==> src/rtl/fixed_point_arith_pkg.sv <==
// Shared definitions for the FixedPointArithmetic IP: FSM state encoding and
// chunking helpers used to split an N-bit datapath into W-bit slices.
package fixed_point_arith_pkg;

  localparam logic [1:0] IDLE = 2'd0;
  localparam logic [1:0] BUSY = 2'd1;
  localparam logic [1:0] DONE = 2'd2;

  typedef enum logic [1:0] {
    ST_IDLE = IDLE,
    ST_BUSY = BUSY,
    ST_DONE = DONE
  } state_e;

  // Number of W-bit chunk cycles needed for one N-bit operation.
  function automatic int chunk_count(input int n, input int w);
    return (w == 0) ? 0 : n / w;
  endfunction

  function automatic bit chunk_cfg_ok(input int n, input int w);
    return (w >= 1) && (w <= n) && ((n % w) == 0);
  endfunction

endpackage

==> src/rtl/chunk_ripple_add.sv <==
// Combinational W-bit ripple-carry slice; also reports the carry into its MSB
// so the top can form two's-complement overflow on the final chunk.
module chunk_ripple_add #(
  parameter int W = 8
) (
  input  logic [W-1:0] a,
  input  logic [W-1:0] b,
  input  logic         cin,
  output logic [W-1:0] sum,
  output logic         cout,
  output logic         cmsb
);

  always_comb begin : ripple
    logic cy;
    cy   = cin;
    cmsb = cin;
    sum  = '0;
    for (int i = 0; i < W; i++) begin
      if (i == W - 1) cmsb = cy;
      sum[i] = a[i] ^ b[i] ^ cy;
      cy     = (a[i] & b[i]) | (cy & (a[i] ^ b[i]));
    end
    cout = cy;
  end

endmodule

==> src/rtl/chunked_add_seq.sv <==
// Multi-cycle N-bit adder/subtractor: one W-bit chunk per clock through a
// registered carry, with valid/ready handshakes on both sides.
//
// Handshake: a transfer happens on a rising edge where valid and ready are both
// high; in_ready is high only in IDLE, out_valid only in DONE, and results stay
// stable in DONE until out_ready is seen.
module chunked_add_seq
  import fixed_point_arith_pkg::*;
#(
  parameter int N = 32,
  parameter int W = 8
) (
  input  logic         clk,
  input  logic         rst_n,
  input  logic         in_valid,
  output logic         in_ready,
  input  logic [N-1:0] a,
  input  logic [N-1:0] b,
  input  logic         ci,
  input  logic         sub,
  output logic         out_valid,
  input  logic         out_ready,
  output logic [N-1:0] c,
  output logic         co,
  output logic         ov
);

  localparam int K  = chunk_count(N, W);
  localparam int IW = (K > 1) ? $clog2(K) : 1;

  if (!chunk_cfg_ok(N, W)) begin : g_cfg_check
    $error("chunked_add_seq: N must be a multiple of W and 1 <= W <= N");
  end

  state_e        state;
  logic [N-1:0]  a_r;
  logic [N-1:0]  b_r;
  logic [N-1:0]  c_r;
  logic          carry;
  logic [IW-1:0] idx;
  logic          co_r;
  logic          ov_r;

  logic [W-1:0]  a_chunk;
  logic [W-1:0]  b_chunk;
  logic [W-1:0]  sum;
  logic          cout;
  logic          cmsb;
  logic          last;

  assign a_chunk = a_r[idx*W +: W];
  assign b_chunk = b_r[idx*W +: W];
  assign last    = (idx == IW'(K - 1));

  chunk_ripple_add #(.W(W)) u_slice (
    .a    (a_chunk),
    .b    (b_chunk),
    .cin  (carry),
    .sum  (sum),
    .cout (cout),
    .cmsb (cmsb)
  );

  // b is stored already inverted for subtract, so BUSY only ever adds.
  always_ff @(posedge clk or negedge rst_n) begin
    if (!rst_n) begin
      state <= ST_IDLE;
      a_r   <= '0;
      b_r   <= '0;
      c_r   <= '0;
      carry <= 1'b0;
      idx   <= '0;
      co_r  <= 1'b0;
      ov_r  <= 1'b0;
    end else begin
      case (state)
        ST_IDLE: begin
          if (in_valid) begin
            a_r   <= a;
            b_r   <= b ^ {N{sub}};
            carry <= ci ^ sub;
            idx   <= '0;
            state <= ST_BUSY;
          end
        end
        ST_BUSY: begin
          c_r[idx*W +: W] <= sum;
          carry           <= cout;
          if (last) begin
            co_r  <= cout;
            ov_r  <= cout ^ cmsb;
            idx   <= '0;
            state <= ST_DONE;
          end else begin
            idx <= idx + IW'(1);
          end
        end
        ST_DONE: begin
          if (out_ready) state <= ST_IDLE;
        end
        default: state <= ST_IDLE;
      endcase
    end
  end

  assign in_ready  = (state == ST_IDLE);
  assign out_valid = (state == ST_DONE);
  assign c         = c_r;
  assign co        = co_r;
  assign ov        = ov_r;

endmodule

==> config.mk <==
export PLATFORM = sky130hd
export DESIGN_NAME = chunked_add_seq
export DESIGN_NICKNAME = d
export VERILOG_FILES = /design/src/rtl/fixed_point_arith_pkg.sv /design/src/rtl/chunk_ripple_add.sv /design/src/rtl/chunked_add_seq.sv
export SDC_FILE = /design/constraint.sdc
export NUM_CORES = 1
export LEC_CHECK = 0
export BUFFER_PORTS_ARGS = -buffer_cell sky130_fd_sc_hd__buf_2
export CAP_MARGIN = 20
export CELL_PAD_IN_SITES_DETAIL_PLACEMENT = 0
export CELL_PAD_IN_SITES_GLOBAL_PLACEMENT = 2
export CORE_MARGIN = 4
export CORE_UTILIZATION = 41
export CTS_CLUSTER_SIZE = 24
export DETAILED_ROUTE_END_ITERATION = 10
export MAX_ROUTING_LAYER = met4
export PLACE_DENSITY_LB_ADDON = 0.12
export SYNTH_ARGS = -nofsm -noshare
export SYNTH_HDL_FRONTEND = slang
export SYNTH_SLANG_ARGS = --single-unit
export TNS_END_PERCENT = 50
==> constraint.sdc <==
create_clock -name clk -period 13.6 [get_ports clk]
set_input_delay 2.72 -clock clk [delete_from_list [all_inputs] [get_ports clk]]
set_output_delay 2.72 -clock clk [all_outputs]
set_load 0.01 [all_outputs]
==> flow_summary.rst <==
.. list-table::
   :header-rows: 1

   * - Metric
     - Value
   * - Cell area after synthesis
     - 5074 um2
   * - DRT antenna net count
     - 0
   * - Worst setup SP type
     - flop
   * - Floorplan die area
     - 14,220 um2
   * - Latest clock arrival within the worst-skew pair
     - 0.34 ns
   * - Power density relative to cell area
     - 271.6 nW/um2
   * - Area used by sequential logic in the layout
     - 2577 um2
   * - Core area
     - 12,060 um2
   * - Resize count post-CTS
     - 0
   * - Clock transition at the register clock pins on the worst setup and hold paths after CTS
     - 0.07 ns
   * - Avg Inst Size Synth
     - 14.54 um2
   * - Post-cts hold buffer count
     - 0
   * - Data required time of the critical path
     - 13.83 ns
   * - Cts bufs inserted
     - 9
   * - Routed length per instance
     - 18.36 um
   * - TritonCTS clock tree
     - yes
   * - Post-route DRC violation count
     - 0
   * - Clock tree root driver cell
     - sky130_fd_sc_hd__clkbuf_16
   * - Initial Util
     - 0.4206
   * - Element type at the critical path end
     - flop
   * - Number of I/O pins
     - 106
   * - Destination of the worst register-to-register timing path
     - c[7]$_DFFE_PN0P_
   * - Worst-case vdd ir drop
     - 0.1204 mV
   * - Startpoint of the lowest-slack hold path
     - c[16]$_DFFE_PN0P_
   * - Proportion of synthesized flip-flops having asynchronous set or reset
     - 1.000
   * - Worst R2R Path Depth
     - 14
   * - Die Ht
     - 119.2 um
   * - DR vias/cell
     - 5.013
   * - Status
     - finished clean
   * - Clock Skew
     - 0.006360 ns
   * - Number of global-route vias before repair
     - 3,346
   * - Clock share of power
     - 0.150
   * - Ratio of cells with drive above 1 in the final layout
     - 0.4855
   * - Total count of hold-check failures in the final report
     - 0
   * - Terminating pin of the worst hold path
     - c[16]$_DFFE_PN0P_
   * - Final critical-path setup slack
     - 8.611 ns
   * - Share of synthesized area occupied by flip-flops and latches
     - 0.5080
   * - Post-placement setup slack
     - 8.572 ns
   * - Max Cap Violations
     - 0
   * - Nets in the synthesized netlist
     - 433
   * - First-pass DRT Iterations
     - 4
   * - RSZ-0062 raised after global routing
     - no
   * - Starting DRT DRC Count
     - 218
   * - Area Overhead vs Synth
     - 17.56%
   * - Static leakage
     - 2.760 nW
   * - Wire length after detailed routing
     - 11,350 um
   * - Number of flops mapped to enable cells by yosys
     - 0
   * - Total global-route track usage
     - 0.1732
   * - H-tree depth
     - 3
   * - Total number of vias
     - 3,098
   * - Final setup violation count
     - 0
   * - Die X-Extent
     - 119.2 um
   * - Gp weighted congestion
     - 0.7428
   * - Dpl hpwl
     - 8301 um
   * - Instance count of the mapped netlist
     - 349
   * - Pin count of the biggest net entering global routing
     - 76
   * - Sw Share
     - 0.4058
   * - Max-slew headroom
     - 0.3715
   * - Comb pwr share
     - 0.522
   * - Sw power
     - 0.6574 mW
   * - Worst reg2reg path startpoint
     - idx[0]$_DFFE_PN0P_
   * - Worst reg2reg setup slack
     - 8.61 ns
   * - Peak clock frequency supported by timing
     - 200.4 MHz
   * - Post-route setup TNS
     - 0 ns
   * - Warning count from the yosys run
     - 0
   * - Fillers
     - 1,102
   * - Arrival @ worst endpoint
     - 5.22 ns
   * - Period utilisation layout
     - 0.3669
   * - Final critical-path required period
     - 4.989 ns
   * - Final Net Count
     - 528
   * - Combined area of the multi-input logic cells
     - 2207 um2
   * - Seq cells post-synth
     - 103
   * - Top_reg_cell synth
     - sky130_fd_sc_hd__dfrtp_1
   * - Global route total overflow
     - 0
   * - Yosys cell types
     - 32
   * - Count of buffers from port buffering
     - 105
   * - Flop pwr share
     - 0.328
   * - CP max FO
     - 21
   * - Maximum clock insertion buffer count
     - 2
   * - Type of the tightest min-delay check
     - reg -> reg
   * - Number of setup buffers added after CTS
     - 0
   * - Number of clock sinks
     - 103
   * - Pins over their slew limit
     - 0
   * - Setup Crit Path Kind
     - reg -> reg
   * - Internal power consumption
     - 0.9626 mW
   * - Slew at the pin closest to its max-slew limit
     - 0.9428 ns
   * - Initial antenna violation count
     - 1
   * - Worst Hold Path Cells
     - 1
   * - First-pass GRT wire length
     - 18,500 um
   * - Number of rows created at floorplan
     - 40
==> cells in the final DEF, fill, tap and decap left out, types with 2 or more instances in the layout <==
master,instances
sky130_fd_sc_hd__a32o_1,16
sky130_fd_sc_hd__and3b_1,4
sky130_fd_sc_hd__buf_2,104
sky130_fd_sc_hd__buf_4,6
sky130_fd_sc_hd__clkbuf_1,2
sky130_fd_sc_hd__clkbuf_16,9
sky130_fd_sc_hd__clkbuf_8,2
sky130_fd_sc_hd__clkinv_2,2
sky130_fd_sc_hd__dfrtp_1,103
sky130_fd_sc_hd__fa_1,8
sky130_fd_sc_hd__ha_1,6
sky130_fd_sc_hd__inv_1,33
sky130_fd_sc_hd__mux2_2,66
sky130_fd_sc_hd__mux4_2,16
sky130_fd_sc_hd__nand2b_1,2
sky130_fd_sc_hd__nand3b_1,3
sky130_fd_sc_hd__o21ai_0,2
sky130_fd_sc_hd__o32ai_1,8
sky130_fd_sc_hd__o32ai_2,8
sky130_fd_sc_hd__or3b_1,2
sky130_fd_sc_hd__xor2_1,34
==> synth_stat cells, types with 2 or more instances <==
library cell | count | area share
sky130_fd_sc_hd__or3b_1 | 2 | 0.0035
sky130_fd_sc_hd__fa_1 | 8 | 0.032
sky130_fd_sc_hd__mux4_2 | 16 | 0.071
sky130_fd_sc_hd__ha_1 | 6 | 0.015
sky130_fd_sc_hd__inv_1 | 33 | 0.024
sky130_fd_sc_hd__a32o_1 | 16 | 0.032
sky130_fd_sc_hd__xor2_1 | 34 | 0.059
sky130_fd_sc_hd__nand3b_1 | 3 | 0.0044
sky130_fd_sc_hd__o32ai_2 | 8 | 0.026
sky130_fd_sc_hd__mux2_2 | 66 | 0.15
sky130_fd_sc_hd__o21ai_0 | 2 | 0.0020
sky130_fd_sc_hd__buf_4 | 2 | 0.0030
sky130_fd_sc_hd__dfrtp_1 | 103 | 0.51
sky130_fd_sc_hd__clkbuf_1 | 3 | 0.0022
sky130_fd_sc_hd__buf_1 | 3 | 0.0022
sky130_fd_sc_hd__o32ai_1 | 8 | 0.014
sky130_fd_sc_hd__and3b_1 | 4 | 0.0069
sky130_fd_sc_hd__nand2b_1 | 2 | 0.0025
sky130_fd_sc_hd__buf_6 | 7 | 0.016
sky130_fd_sc_hd__buf_2 | 11 | 0.011
==> per-stage QoR <==
step           cell area, um2  total power [mW]  utilization  instances  hold WS, ns
2_1_floorplan            5074             1.121            -        349       0.4751
3_3_place_gp             5684             1.379       0.4713        601       0.4748
3_5_place_dp             5684             1.399       0.4713        601       0.4765
4_1_cts                  5962             1.645       0.4943        617       0.4910
5_1_grt                  5964             1.743       0.4945        618       0.5037
6_report                 5964             1.620       0.4945        618       0.4842
==> power groups by stage <==
stage               clock network (mW)  registers (mW)  logic [mW]
floorplan                            0           0.517       0.604
global placement                     0           0.537       0.842
detailed placement                   0           0.542       0.857
CTS                              0.249           0.536       0.860
global route                     0.264           0.552       0.927
finish                           0.243           0.532       0.845
==> registers in the layout, summed over array words and instances, names as in the netlist <==
signal,flops
a_r,32
b_r,32
c,32
idx,2
state,2
carry,1
co,1
ov,1
==> critical path, stage by stage (launching register included) <==
cell                      delay (ns)
sky130_fd_sc_hd__dfrtp_1        0.52
sky130_fd_sc_hd__buf_4          0.39
sky130_fd_sc_hd__mux4_2         0.57
sky130_fd_sc_hd__fa_1           0.42
sky130_fd_sc_hd__fa_1           0.36
sky130_fd_sc_hd__inv_1          0.07
sky130_fd_sc_hd__fa_1           0.17
sky130_fd_sc_hd__fa_1           0.16
sky130_fd_sc_hd__inv_1          0.05
sky130_fd_sc_hd__fa_1           0.38
sky130_fd_sc_hd__fa_1           0.39
sky130_fd_sc_hd__fa_1           0.42
sky130_fd_sc_hd__fa_1           0.57
sky130_fd_sc_hd__inv_1          0.09
sky130_fd_sc_hd__o32ai_1        0.30
==> worst max path at each step <==
stage                                  start                end  cells past startpoint
after floorplan           idx[0]$_DFFE_PN0P_  carry$_DFFE_PN0P_                     14
after global placement    idx[0]$_DFFE_PN0P_   c[7]$_DFFE_PN0P_                     14
after detailed placement  idx[0]$_DFFE_PN0P_   c[7]$_DFFE_PN0P_                     14
after CTS                 idx[0]$_DFFE_PN0P_   c[7]$_DFFE_PN0P_                     14
after global routing      idx[0]$_DFFE_PN0P_   c[7]$_DFFE_PN0P_                     14
final                     idx[0]$_DFFE_PN0P_   c[7]$_DFFE_PN0P_                     14
==> layout make-up <==
type                       instances  area share
sequential                       103      0.4321
multi-input combinational        187      0.3700
timing repair buffer             110     0.09482
clock buffer                      13     0.04363
tap                              168     0.03524
inverter                          33     0.02077
clock inverter                     3    0.002937
antenna                            1   0.0004196
==> logic make-up (layout without fill, tap and decap cells) <==
| group | Yosys count | after routing | synth area share |
|---|---|---|---|
| AOI/OAI and AO/OA | 38 | 38 | 0.07966 |
| xor gates and xnor gates | 34 | 34 | 0.05869 |
| adders and majority gates | 14 | 14 | 0.04636 |
| buffers and inverters | 59 | 159 | 0.05820 |
| DFF | 103 | 103 | 0.5080 |
| muxes | 82 | 82 | 0.2175 |
| other | 0 | 1 | 0 |
| and+or+nand+nor | 19 | 19 | 0.03157 |
==> routing by layer <==
metal	part of all wire	vias up	global-route usage	wire, um
li1	-	1439	-	-
met1	0.45	1587	0.2303	5134
met2	0.50	66	0.2692	5671
met3	0.041	6	0.04796	465
met4	0.0069	0	0.03476	78
met5	0	-	-	0
Note: power is estimated with default switching activity, not from simulation.
